**src/rtl/mips_defs.sv**
```systemverilog
// Shared MIPS32 opcode and field-position constants.
// Used by the decode queue and by control.
package mips_defs;

    localparam logic [5:0] OP_RTYPE = 6'h00;
    localparam logic [5:0] OP_J     = 6'h02;
    localparam logic [5:0] OP_JAL   = 6'h03;
    localparam logic [5:0] OP_ANDI  = 6'h0C;
    localparam logic [5:0] OP_ORI   = 6'h0D;
    localparam logic [5:0] OP_XORI  = 6'h0E;

    localparam int OP_MSB  = 31;
    localparam int OP_LSB  = 26;
    localparam int RS_MSB  = 25;
    localparam int RS_LSB  = 21;
    localparam int RT_MSB  = 20;
    localparam int RT_LSB  = 16;
    localparam int RD_MSB  = 15;
    localparam int RD_LSB  = 11;
    localparam int SH_MSB  = 10;
    localparam int SH_LSB  = 6;
    localparam int FN_MSB  = 5;
    localparam int FN_LSB  = 0;
    localparam int IMM_MSB = 15;
    localparam int IMM_LSB = 0;
    localparam int TGT_MSB = 25;
    localparam int TGT_LSB = 0;

    // Logical immediates are zero-extended, everything else sign-extended.
    function automatic logic imm_zext(input logic [5:0] op);
        return (op == OP_ANDI) || (op == OP_ORI) || (op == OP_XORI);
    endfunction

endpackage

```
**src/rtl/instr_field_split.sv**
```systemverilog
// Combinational MIPS32 field splitter for one instruction word.
// Produces all fields, extended immediate and jump target.
module instr_field_split
    import mips_defs::*;
#(
    parameter int PC_W = 32
) (
    input  logic [31:0]     word,
    input  logic [PC_W-1:0] pc,
    output logic [5:0]      op,
    output logic [4:0]      rs,
    output logic [4:0]      rt,
    output logic [4:0]      rd,
    output logic [4:0]      shamt,
    output logic [5:0]      funct,
    output logic [15:0]     immediate,
    output logic [31:0]     imm_ext,
    output logic [31:0]     jump_target
);

    logic [PC_W-1:0] pc_plus4;
    logic            unused_pc;

    assign op        = word[OP_MSB:OP_LSB];
    assign rs        = word[RS_MSB:RS_LSB];
    assign rt        = word[RT_MSB:RT_LSB];
    assign rd        = word[RD_MSB:RD_LSB];
    assign shamt     = word[SH_MSB:SH_LSB];
    assign funct     = word[FN_MSB:FN_LSB];
    assign immediate = word[IMM_MSB:IMM_LSB];

    always_comb begin
        imm_ext = {{16{immediate[15]}}, immediate};
        unique case (1'b1)
            imm_zext(op): imm_ext = {16'h0000, immediate};
            default:      imm_ext = {{16{immediate[15]}}, immediate};
        endcase
    end

    assign pc_plus4    = pc + PC_W'(4);
    assign jump_target = {pc_plus4[PC_W-1 -: 4], word[TGT_MSB:TGT_LSB], 2'b00};
    assign unused_pc   = ^pc_plus4[PC_W-5:0];

endmodule

```
**src/rtl/instr_decode_queue.sv**
```systemverilog
// Fetch-to-decode instruction queue with head-entry field decode.
// Registered occupancy drives in_ready/out_valid; no fall-through.
module instr_decode_queue
    import mips_defs::*;
#(
    parameter int DEPTH = 4,
    parameter int PC_W  = 32
) (
    input  logic                     clk,
    input  logic                     rst_n,
    input  logic                     flush,
    input  logic                     in_valid,
    output logic                     in_ready,
    input  logic [31:0]              instruction,
    input  logic [PC_W-1:0]          pc_in,
    output logic                     out_valid,
    input  logic                     out_ready,
    output logic [5:0]               op,
    output logic [4:0]               rs,
    output logic [4:0]               rt,
    output logic [4:0]               rd,
    output logic [4:0]               shamt,
    output logic [5:0]               funct,
    output logic [15:0]              immediate,
    output logic [31:0]              imm_ext,
    output logic [31:0]              jump_target,
    output logic [PC_W-1:0]          pc_out,
    output logic [$clog2(DEPTH):0]   count
);

    localparam int AW = $clog2(DEPTH);
    localparam int CW = AW + 1;

    logic [31:0]     mem_instr [DEPTH];
    logic [PC_W-1:0] mem_pc    [DEPTH];
    logic [AW-1:0]   wptr;
    logic [AW-1:0]   rptr;
    logic [CW-1:0]   cnt;
    logic            push;
    logic            pop;
    logic [31:0]     head_instr;

    assign in_ready  = (cnt != CW'(DEPTH));
    assign out_valid = (cnt != '0);
    assign push      = in_valid && in_ready;
    assign pop       = out_valid && out_ready;
    assign count     = cnt;

    // Storage carries no reset; only pointers and occupancy are cleared.
    always_ff @(posedge clk) begin
        if (push && !flush) begin
            mem_instr[wptr] <= instruction;
            mem_pc[wptr]    <= pc_in;
        end
    end

    always_ff @(posedge clk or negedge rst_n) begin
        if (!rst_n) begin
            wptr <= '0;
            rptr <= '0;
            cnt  <= '0;
        end else if (flush) begin
            wptr <= '0;
            rptr <= '0;
            cnt  <= '0;
        end else begin
            if (push) wptr <= wptr + AW'(1);
            if (pop)  rptr <= rptr + AW'(1);
            if (push && !pop)
                cnt <= cnt + CW'(1);
            else if (pop && !push)
                cnt <= cnt - CW'(1);
        end
    end

    assign head_instr = mem_instr[rptr];
    assign pc_out     = mem_pc[rptr];

    instr_field_split #(
        .PC_W(PC_W)
    ) u_split (
        .word        (head_instr),
        .pc          (pc_out),
        .op          (op),
        .rs          (rs),
        .rt          (rt),
        .rd          (rd),
        .shamt       (shamt),
        .funct       (funct),
        .immediate   (immediate),
        .imm_ext     (imm_ext),
        .jump_target (jump_target)
    );

endmodule

```
**config.mk**
```make
export PLATFORM = sky130hd
export DESIGN_NAME = instr_decode_queue
export DESIGN_NICKNAME = d
export VERILOG_FILES = /design/src/rtl/mips_defs.sv /design/src/rtl/instr_field_split.sv /design/src/rtl/instr_decode_queue.sv
export SDC_FILE = /design/constraint.sdc
export NUM_CORES = 1
export LEC_CHECK = 0
export ABC_CLOCK_PERIOD_IN_PS = 7300
export CAP_MARGIN = 15
export CELL_PAD_IN_SITES_DETAIL_PLACEMENT = 0
export CELL_PAD_IN_SITES_GLOBAL_PLACEMENT = 2
export CORE_MARGIN = 4
export CORE_UTILIZATION = 34
export CTS_BUF_LIST = sky130_fd_sc_hd__clkbuf_16
export CTS_CLUSTER_SIZE = 12
export DETAILED_ROUTE_END_ITERATION = 10
export DONT_BUFFER_PORTS = 1
export PLACE_DENSITY = 0.59
export SLEW_MARGIN = 0
export SYNTH_ARGS = -nofsm -noshare
export SYNTH_HDL_FRONTEND = slang
export SYNTH_SLANG_ARGS = --single-unit
```
**constraint.sdc**
```tcl
create_clock -name clk -period 7.3 [get_ports clk]
set_input_delay 1.46 -clock clk [delete_from_list [all_inputs] [get_ports clk]]
set_output_delay 1.46 -clock clk [all_outputs]
set_load 0.005 [all_outputs]
```
==> results of run 1 <==
-- cells in the mapped netlist, types with 2 or more instances --
cell type / number / area share
inv_1: 4 / 0.0014
nand3_1: 2 / 0.00096
buf_4: 79 / 0.057
nor2_1: 9 / 0.0032
dfrtp_1: 7 / 0.017
xnor2_1: 9 / 0.0076
nand2_1: 6 / 0.0022
and2_1: 5 / 0.0030
buf_2: 7 / 0.0034
edfxtp_1: 256 / 0.74
ha_1: 4 / 0.0048
nand4_1: 7 / 0.0042
mux4_1: 4 / 0.010
buf_6: 3 / 0.0032
mux4_2: 60 / 0.13
-- where the power goes --
part | leakage [nW] | switching, mW | total (mW) | internal, mW
Sequential | 2.41 | 0.0710 | 1.83 | 1.76
Combinational | 0.532 | 0.381 | 0.661 | 0.279
Clock | 0.455 | 0.540 | 1.32 | 0.780
-- logic make-up after synthesis --
| group | after synthesis | synth area share |
|---|---|---|
| flip-flops | 263 | 0.755 |
| buffers and inverters | 94 | 0.0655 |
| multiplexers | 65 | 0.141 |
| AND/OR/NAND/NOR | 36 | 0.0204 |
| XOR/XNOR | 10 | 0.00841 |
| adder cells (fa/ha/maj) | 5 | 0.00673 |
| AO/OA/AOI/OAI | 4 | 0.00288 |
| other | 1 | 0.000360 |
-- sequential cells by signal, summed over array words and instances (netlist names) --
signal,count
mem_pc,128
rptr,2
count,3
wptr,2
mem_instr,128
-- layout make-up --
type	instances	area (sq um)	area share
sequential	263	7870	0.706
multi-input combinational	122	1890	0.169
clock buffer	29	726	0.0651
tap	390	488	0.0438
clock inverter	19	134	0.0120
timing repair buffer	3	22.5	0.00202
inverter	4	15.0	0.00135
-- layer usage --
layer / track usage / part of all wire
met1: 0.132 / 0.37
met2: 0.192 / 0.48
met3: 0.0577 / 0.12
met4: 0.0277 / 0.025
met5: 0 / 0
-- how the worst max path moves through the flow --
| stage | depth (start not counted) | endpoint | slack, ns |
|---|---|---|---|
| after floorplan | 3 | mem_instr[0][0] | 3.57 |
| after global placement | 6 | jump_target[31] | 2.95 |
| after detailed placement | 6 | jump_target[29] | 2.93 |
| after CTS | 6 | jump_target[29] | 2.34 |
| after global routing | 5 | imm_ext[19] | 2.15 |
| final | 6 | jump_target[31] | 2.55 |
-- critical path: stages (launching register included) --
cell	delay, ns
dfrtp_4	0.84
buf_4	0.53
mux4_2	0.35
nand4_2	0.16
nor4_4	0.45
nand4_1	0.18
xnor2_1	0.21
==> flow_metrics.env, run 1 <==
export IMPL_final_cell_mix="edfxtp_1 (256), mux4_2 (60), clkbuf_16 (29)"
export IMPL_nNetsFinal=496
export IMPL_drtIter0Drc=141
export IMPL_p_total_mw=3.81
export IMPL_r2r_slack_ns=4.85
export IMPL_design_area_sq_um=11100
export IMPL_required_ns=5.84
export IMPL_hold_path_class="flip-flop to flip-flop"
export IMPL_dpl_cell_count=782
export IMPL_reg2regPathDepth=4
export IMPL_ys_ff_latch=263
export IMPL_final_max_slew_viol_count=0
export IMPL_r2r_start="count[2]"
export IMPL_critical_path_class="flip-flop to output port"
export IMPL_synth_edff_count=256
export IMPL_min_to="wptr[1]"
export IMPL_dieArea_sq_um=33500
export IMPL_max_slew_margin=0.305
export IMPL_p_leak_nw=3.40
export IMPL_root_buffer="clkbuf_16"
export IMPL_syn_inst=478
export IMPL_ios=218
export IMPL_track_usage=0.114
export IMPL_async_reset_ff_frac=0.0266
export IMPL_max_slew_worst_pin_slew_ns=1.04
export IMPL_final_layout_size_suffix_gt1_frac=0.243
export IMPL_wire_per_inst_um=23.6
export IMPL_die_w_um=183
export IMPL_hold_viol_final=0
export IMPL_synth_cell_types=31
export IMPL_tritoncts="built"
export IMPL_grt_pass1_vias=4577
export IMPL_clock_sinks=263
export IMPL_finalWorstSetupSlack_ns=2.55
export IMPL_cap_violations=0
export IMPL_fp_dieH_um=183
export IMPL_place_gp_congestion=0.682
export IMPL_fillers=2727
export IMPL_max_freq_mhz=210
export IMPL_core_sq_um=30000
export IMPL_h_tree_depth=1
export IMPL_synth_ff_type="edfxtp_1"
export IMPL_antenna_cells=0
export IMPL_grt_pass1_wl_um=28900
export IMPL_synth_seq_area_share=0.755
export IMPL_syn_area_sq_um=10400
export IMPL_portBuffers=0
export IMPL_clkTransAtPathRegs_ns=0.06
export IMPL_finalNonFillerCells=830
export IMPL_overflow=0
export IMPL_dp_slack_ns=2.93
export IMPL_drc_errors=0
export IMPL_whs_path_depth=2
export IMPL_grt_max_degree=65
export IMPL_clk_path_buf_depth=3
export IMPL_rr_endpoint="mem_instr[0][6]"
export IMPL_hold_buffers=0
export IMPL_ctsResizeCount=0
export IMPL_critPathLaunch="rptr[1]"
export IMPL_dpl_hpwl_um=11600
export IMPL_final_setup_viol_count=0
export IMPL_placedInstanceArea_sq_um=10300
export IMPL_ir_drop_v=0.000184
export IMPL_rsz0062_at_grt="false"
export IMPL_antenna_found_initial=0
export IMPL_dr_pass1_iters=4
export IMPL_critPathLaunchType="flip-flop"
export IMPL_synth_warning_count=0
export IMPL_clk_latency_ns=0.53
export IMPL_final_util=0.372
export IMPL_row_count=63
export IMPL_crit_fanout=39
export IMPL_ant_nets=0
export IMPL_layout_min_cycle_time_ns=4.75
export IMPL_outcome="finished clean"
export IMPL_skew_ns=0.00904
export IMPL_cts_inserted_buffers=28
export IMPL_routed_wl_um=19600
export IMPL_fin_crit_sh=0.651
export IMPL_hold_slack_ns=0.569
export IMPL_end_kind="output port"
export IMPL_post_cts_setup_buffers=0
export IMPL_power_density_nw_per_um2=342
export IMPL_min_from="wptr[1]"
export IMPL_setup_tns_ns=0
export IMPL_avgSynthCellArea_sq_um=21.8
export IMPL_syn2layout_area_growth_pct=6.98
export IMPL_crit_arrival_ns=3.29
export IMPL_start_util=0.348
export IMPL_final_common_cell="edfxtp_1"
export IMPL_via_per_inst=4.92
export IMPL_vias=4081
Note: power is estimated with default switching activity, not from simulation.
==> run 2, diff against run 1 <==
--- a/config.mk
+++ b/config.mk
@@ -5,7 +5,7 @@
 export SDC_FILE = /design/constraint.sdc
 export NUM_CORES = 1
 export LEC_CHECK = 0
-export ABC_CLOCK_PERIOD_IN_PS = 7300
+export ABC_CLOCK_PERIOD_IN_PS = 4400
 export CAP_MARGIN = 15
 export CELL_PAD_IN_SITES_DETAIL_PLACEMENT = 0
 export CELL_PAD_IN_SITES_GLOBAL_PLACEMENT = 2
==> constraint.sdc (replaced) <==
create_clock -name clk -period 4.4 [get_ports clk]
set_input_delay 0.88 -clock clk [delete_from_list [all_inputs] [get_ports clk]]
set_output_delay 0.88 -clock clk [all_outputs]
set_load 0.005 [all_outputs]
==> run 2 against run 1 <==
Clock skew fell by 0.0020 ns. Hold slack worse by 0.53 ns. Total power increased by 66%. First-iteration DRC count grew 57%. Count of clock-buffer cells in the layout unchanged. Critical endpoint is now imm_ext[17].
==> flow_metrics.env, run 2 (synthesis results as in run 1) <==
export IMPL_final_util=0.373
export IMPL_outcome="finished clean"
export IMPL_setup_tns_ns=0
export IMPL_p_leak_nw=3.42
export IMPL_crit_fanout=37
export IMPL_switchingPower_mw=1.66
export IMPL_core_sq_um=30000
export IMPL_die_w_um=183
export IMPL_ir_drop_v=0.000323
export IMPL_start_util=0.348
export IMPL_max_slew_worst_pin_slew_ns=1.07
export IMPL_dr_pass1_iters=4
export IMPL_max_slew_margin=0.290
export IMPL_tritoncts="built"
export IMPL_pwr_share_seq=0.484
export IMPL_routed_wl_um=19100
export IMPL_rsz0062_at_grt="false"
export IMPL_via_per_inst=4.89
export IMPL_multiInputGateArea_sq_um=1890
export IMPL_h_tree_depth=1
export IMPL_clock_sinks=263
export IMPL_post_cts_setup_buffers=0
export IMPL_grt_max_degree=65
export IMPL_drtIter0Drc=222
export IMPL_clockPowerShare=0.343
export IMPL_clkTransAtPathRegs_ns=0.06
export IMPL_ctsResizeCount=0
export IMPL_final_layout_size_suffix_gt1_frac=0.260
export IMPL_hold_path_class="input port to asynchronous set/reset pin"
export IMPL_root_buffer="clkbuf_16"
export IMPL_cts_inserted_buffers=29
export IMPL_cap_violations=0
export IMPL_final_cell_mix="edfxtp_1 (256), mux4_2 (60), clkbuf_16 (29)"
export IMPL_clk_latency_ns=0.54
export IMPL_power_density_nw_per_um2=565
export IMPL_end_kind="output port"
export IMPL_final_setup_viol_count=0
export IMPL_grt_pass1_wl_um=28400
export IMPL_dpl_hpwl_um=11300
export IMPL_critPathLaunchType="flip-flop"
export IMPL_antenna_cells=0
export IMPL_p_comb_frac=0.173
export IMPL_wire_per_inst_um=22.9
export IMPL_reg2regPathDepth=4
export IMPL_final_max_slew_viol_count=0
export IMPL_r2r_start="count[0]"
export IMPL_seq_area_sq_um=7870
export IMPL_nNetsFinal=500
export IMPL_fillers=2726
export IMPL_vias=4092
export IMPL_clk_path_buf_depth=3
export IMPL_critical_path_class="flip-flop to output port"
export IMPL_layout_min_cycle_time_ns=3.89
export IMPL_drc_errors=0
export IMPL_portBuffers=0
export IMPL_grt_pass1_vias=4548
export IMPL_dieArea_sq_um=33500
export IMPL_r2r_slack_ns=1.94
export IMPL_hold_buffers=0
export IMPL_final_common_cell="edfxtp_1"
export IMPL_max_freq_mhz=257
export IMPL_fin_crit_sh=0.884
export IMPL_row_count=63
export IMPL_syn2layout_area_growth_pct=7.33
export IMPL_skew_ns=0.00709
export IMPL_rr_endpoint="mem_instr[0][11]"
export IMPL_overflow=0
export IMPL_required_ns=3.52
export IMPL_place_gp_congestion=0.675
export IMPL_hold_viol_final=0
export IMPL_crit_arrival_ns=3.01
export IMPL_power_internal_mw=4.65
export IMPL_ios=218
export IMPL_antenna_found_initial=0
export IMPL_track_usage=0.112
export IMPL_ant_nets=0
export IMPL_swShare=0.264
export IMPL_fp_dieH_um=183
[run 2: area by class of cell]
class / instances / share of cell area
inverter: 4 / 0.00134
multi-input combinational: 122 / 0.169
timing repair buffer: 6 / 0.00515
tap: 390 / 0.0436
clock inverter: 22 / 0.0121
sequential: 263 / 0.704
clock buffer: 29 / 0.0649
[run 2: per-stage QoR]
step | instance area [sq um] | power, mW | hold slack (ns) | instances | worst slack [ns]
global route | 11200 | 6.65 | 0.000402 | 836 | 0.166
global placement | 10300 | 4.24 | 0.550 | 785 | 0.937
detailed placement | 10300 | 4.25 | 0.562 | 785 | 0.892
CTS | 11200 | 6.44 | 0.00138 | 836 | 0.301
floorplan | 10400 | 4.31 | 0.543 | 479 | 1.25
finish | 11200 | 6.31 | 0.0349 | 836 | 0.512
[run 2: routing by layer]
| layer | global-route usage | wire length, um |
|---|---|---|
| met1 | 0.122 | 7000 |
| met2 | 0.191 | 9320 |
| met3 | 0.0593 | 2350 |
| met4 | 0.0298 | 475 |
| met5 | 0 | 0 |
[run 2: power groups by stage]
stage / Sequential (mW) / Combinational [mW] / Clock (mW)
6_report: 3.05 / 1.09 / 2.17
3_3_place_gp: 3.10 / 1.13 / 0
5_1_grt: 3.08 / 1.22 / 2.35
3_5_place_dp: 3.11 / 1.13 / 0
2_1_floorplan: 3.01 / 1.31 / 0
4_1_cts: 3.06 / 1.14 / 2.24
[run 2: critical path: stages (launching register included)]
cell and delay [ns]:
dfrtp_4 0.75, buf_12 0.36, mux4_2 0.34, nand2_1 0.09
a2111oi_0 0.56, nor2b_2 0.08, buf_4 0.24
[run 2: worst max path at each step]
stage | start | end | slack, ns | depth (start not counted)
2_1_floorplan | flush | mem_instr[0][0] | 1.25 | 3
3_3_place_gp | rptr[0] | jump_target[31] | 0.94 | 6
3_5_place_dp | rptr[0] | jump_target[30] | 0.89 | 6
4_1_cts | rptr[0] | jump_target[30] | 0.30 | 6
5_1_grt | rptr[0] | imm_ext[17] | 0.17 | 6
6_report | rptr[0] | imm_ext[17] | 0.51 | 6
==> run 3, diff against run 2 <==
--- a/config.mk
+++ b/config.mk
@@ -5,7 +5,7 @@
 export SDC_FILE = /design/constraint.sdc
 export NUM_CORES = 1
 export LEC_CHECK = 0
-export ABC_CLOCK_PERIOD_IN_PS = 4400
+export ABC_CLOCK_PERIOD_IN_PS = 4440
 export CAP_MARGIN = 15
 export CELL_PAD_IN_SITES_DETAIL_PLACEMENT = 0
 export CELL_PAD_IN_SITES_GLOBAL_PLACEMENT = 2
@@ -16,6 +16,7 @@
 export DETAILED_ROUTE_END_ITERATION = 10
 export DONT_BUFFER_PORTS = 1
 export PLACE_DENSITY = 0.59
+export REMOVE_ABC_BUFFERS = 1
 export SLEW_MARGIN = 0
 export SYNTH_ARGS = -nofsm -noshare
 export SYNTH_HDL_FRONTEND = slang
==> constraint.sdc (replaced) <==
create_clock -name clk -period 4.44 [get_ports clk]
set_input_delay 0.888 -clock clk [delete_from_list [all_inputs] [get_ports clk]]
set_output_delay 0.888 -clock clk [all_outputs]
set_load 0.005 [all_outputs]
==> run 3 against run 2 <==
Setup slack improved by 0.11 ns. Via count decreased by 0.29%. First-iteration DRC count is 15% higher. Sequential power barely moved. Sequential cell count unchanged. Hold slack better by 0.016 ns. Critical path depth did not move. Clock power shrank 2%. Combinational power is essentially flat. Critical endpoint is now jump_target[30]. Largest power group unchanged.
==> flow_metrics.env, run 3 (synthesis results as in run 1) <==
export IMPL_drc_errors=0
export IMPL_hold_buffers=0
export IMPL_path_delay_family="simple AND/OR/NAND/NOR gates"
export IMPL_final_setup_viol_count=0
export IMPL_dpl_hpwl_um=11400
export IMPL_grt_pass1_wl_um=29100
export IMPL_max_freq_mhz=262
export IMPL_swShare=0.261
export IMPL_final_layout_size_suffix_gt1_frac=0.251
export IMPL_final_common_cell="edfxtp_1"
export IMPL_grt_max_degree=65
export IMPL_via_per_inst=4.87
export IMPL_clk_path_buf_depth=3
export IMPL_start_util=0.348
export IMPL_hold_viol_final=0
export IMPL_multiInputGateArea_sq_um=1890
export IMPL_clk_latency_ns=0.53
export IMPL_wire_per_inst_um=23.5
export IMPL_power_density_nw_per_um2=557
export IMPL_ant_nets=0
export IMPL_crit_buf_inv=1
export IMPL_track_usage=0.115
export IMPL_routed_wl_um=19700
export IMPL_clkTransAtPathRegs_ns=0.06
export IMPL_max_slew_worst_pin_slew_ns=1.09
export IMPL_clockPowerShare=0.341
export IMPL_dieArea_sq_um=33500
export IMPL_critPathLaunchType="flip-flop"
export IMPL_clock_sinks=263
export IMPL_drtIter0Drc=256
export IMPL_fp_dieH_um=183
export IMPL_cap_violations=0
export IMPL_tritoncts="built"
export IMPL_post_cts_setup_buffers=0
export IMPL_root_buffer="clkbuf_16"
export IMPL_place_gp_congestion=0.689
export IMPL_critical_path_class="flip-flop to output port"
export IMPL_hold_slack_ns=0.0513
export IMPL_max_slew_margin=0.276
export IMPL_row_count=63
export IMPL_hold_path_class="input port to asynchronous set/reset pin"
export IMPL_vias=4080
export IMPL_switchingPower_mw=1.63
export IMPL_seq_area_sq_um=7870
export IMPL_grt_busiest_layer="met2"
export IMPL_rsz0062_at_grt="false"
export IMPL_fillers=2765
export IMPL_die_w_um=183
export IMPL_syn2layout_area_growth_pct=7.21
export IMPL_core_sq_um=30000
export IMPL_met1_usage=0.132
export IMPL_cts_inserted_buffers=29
export IMPL_dr_pass1_iters=4
export IMPL_p_leak_nw=3.40
export IMPL_outcome="finished clean"
export IMPL_final_max_slew_viol_count=0
export IMPL_grt_use_met3=0.0524
export IMPL_required_ns=3.55
export IMPL_pwr_share_seq=0.486
export IMPL_antenna_found_initial=0
export IMPL_final_cell_mix="edfxtp_1 (256), mux4_2 (60), clkbuf_16 (29)"
export IMPL_portBuffers=0
export IMPL_skew_ns=0.00880
export IMPL_crit_arrival_ns=2.93
export IMPL_end_kind="output port"
export IMPL_overflow=0
export IMPL_crit_fanout=22
export IMPL_power_internal_mw=4.60
export IMPL_met2_usage=0.196
export IMPL_antenna_cells=0
export IMPL_slowest_stage="dfrtp_4"
export IMPL_setup_tns_ns=0
export IMPL_ios=218
export IMPL_ctsResizeCount=0
export IMPL_grt_pass1_vias=4538
export IMPL_h_tree_depth=1
export IMPL_slowest_delay_ns=0.73
export IMPL_layout_min_cycle_time_ns=3.82
export IMPL_timing_critical_path_cells="buf_4 -> mux4_1 -> nand2_1 -> nor4_4 -> nand4_1 -> xnor2_1"
export IMPL_p_comb_frac=0.172
export IMPL_ir_drop_v=0.000351
export IMPL_fin_crit_sh=0.861
export IMPL_nNetsFinal=500
[run 3: cell count changes in the layout (fill, tap and decap cells not counted)]
| cell | before | now |
|---|---|---|
| clkinvlp_4 | 0 | 2 |
| dlygate4sd3_1 | 0 | 1 |
| clkinv_1 | 5 | 9 |
| clkinv_4 | 3 | 1 |
| clkinv_2 | 5 | 2 |
| buf_12 | 1 | 0 |
[run 3: final timing paths]
kind / slack, ns / cells past startpoint / endpoint / start
setup / recovery: 0.62 / 6 / jump_target[30] / rptr[0]
hold / removal: 0.05 / 0 / count[0] / rst_n
setup reg to reg: 1.91 / 4 / mem_pc[1][8] / count[2]
hold reg to reg: 0.58 / 2 / wptr[1] / wptr[1]
max in group asynchronous: 3.58 / 1 / rptr[0] / rst_n
min in group clk: 0.41 / 1 / rptr[1] / flush
[run 3: routing by layer]
layer | wire length, um | share of wire
met5 | 0 | 0
met4 | 306 | 0.016
met3 | 2200 | 0.11
met2 | 9880 | 0.50
met1 | 7270 | 0.37
[run 3: metrics by stage]
| step | power, mW | setup WS, ns | instances | area, sq um | util |
|---|---|---|---|---|---|
| 6_report | 6.22 | 0.619 | 837 | 11200 | 0.373 |
| 5_1_grt | 6.57 | 0.281 | 837 | 11200 | 0.373 |
| 4_1_cts | 6.36 | 0.441 | 836 | 11200 | 0.372 |
| 3_5_place_dp | 4.20 | 1.04 | 784 | 10300 | 0.344 |
| 3_3_place_gp | 4.19 | 1.08 | 784 | 10300 | 0.344 |
| 2_1_floorplan | 3.91 | -0.921 | 389 | 9750 | - |
[run 3: layout make-up]
class                      instances  area share
clock buffer                      29      0.0650
clock inverter                    23      0.0119
inverter                           4     0.00134
multi-input combinational        122       0.169
sequential                       263       0.705
tap                              390      0.0437
timing repair buffer               6     0.00426
[run 3: worst reg2reg max path, cell delays in order (launching register included)]
cell,delay (ns)
dfrtp_1,0.43
or3b_1,0.27
nand2_1,0.20
nor2_1,0.28
and2_4,0.93
[run 3: power by group through the flow]
| stage | Sequential, mW | Combinational, mW | Clock, mW |
|---|---|---|---|
| 6_report | 3.03 | 1.07 | 2.12 |
| 2_1_floorplan | 3.11 | 0.803 | 0 |
| 3_5_place_dp | 3.09 | 1.11 | 0 |
| 3_3_place_gp | 3.08 | 1.11 | 0 |
| 4_1_cts | 3.04 | 1.12 | 2.21 |
| 5_1_grt | 3.06 | 1.20 | 2.31 |
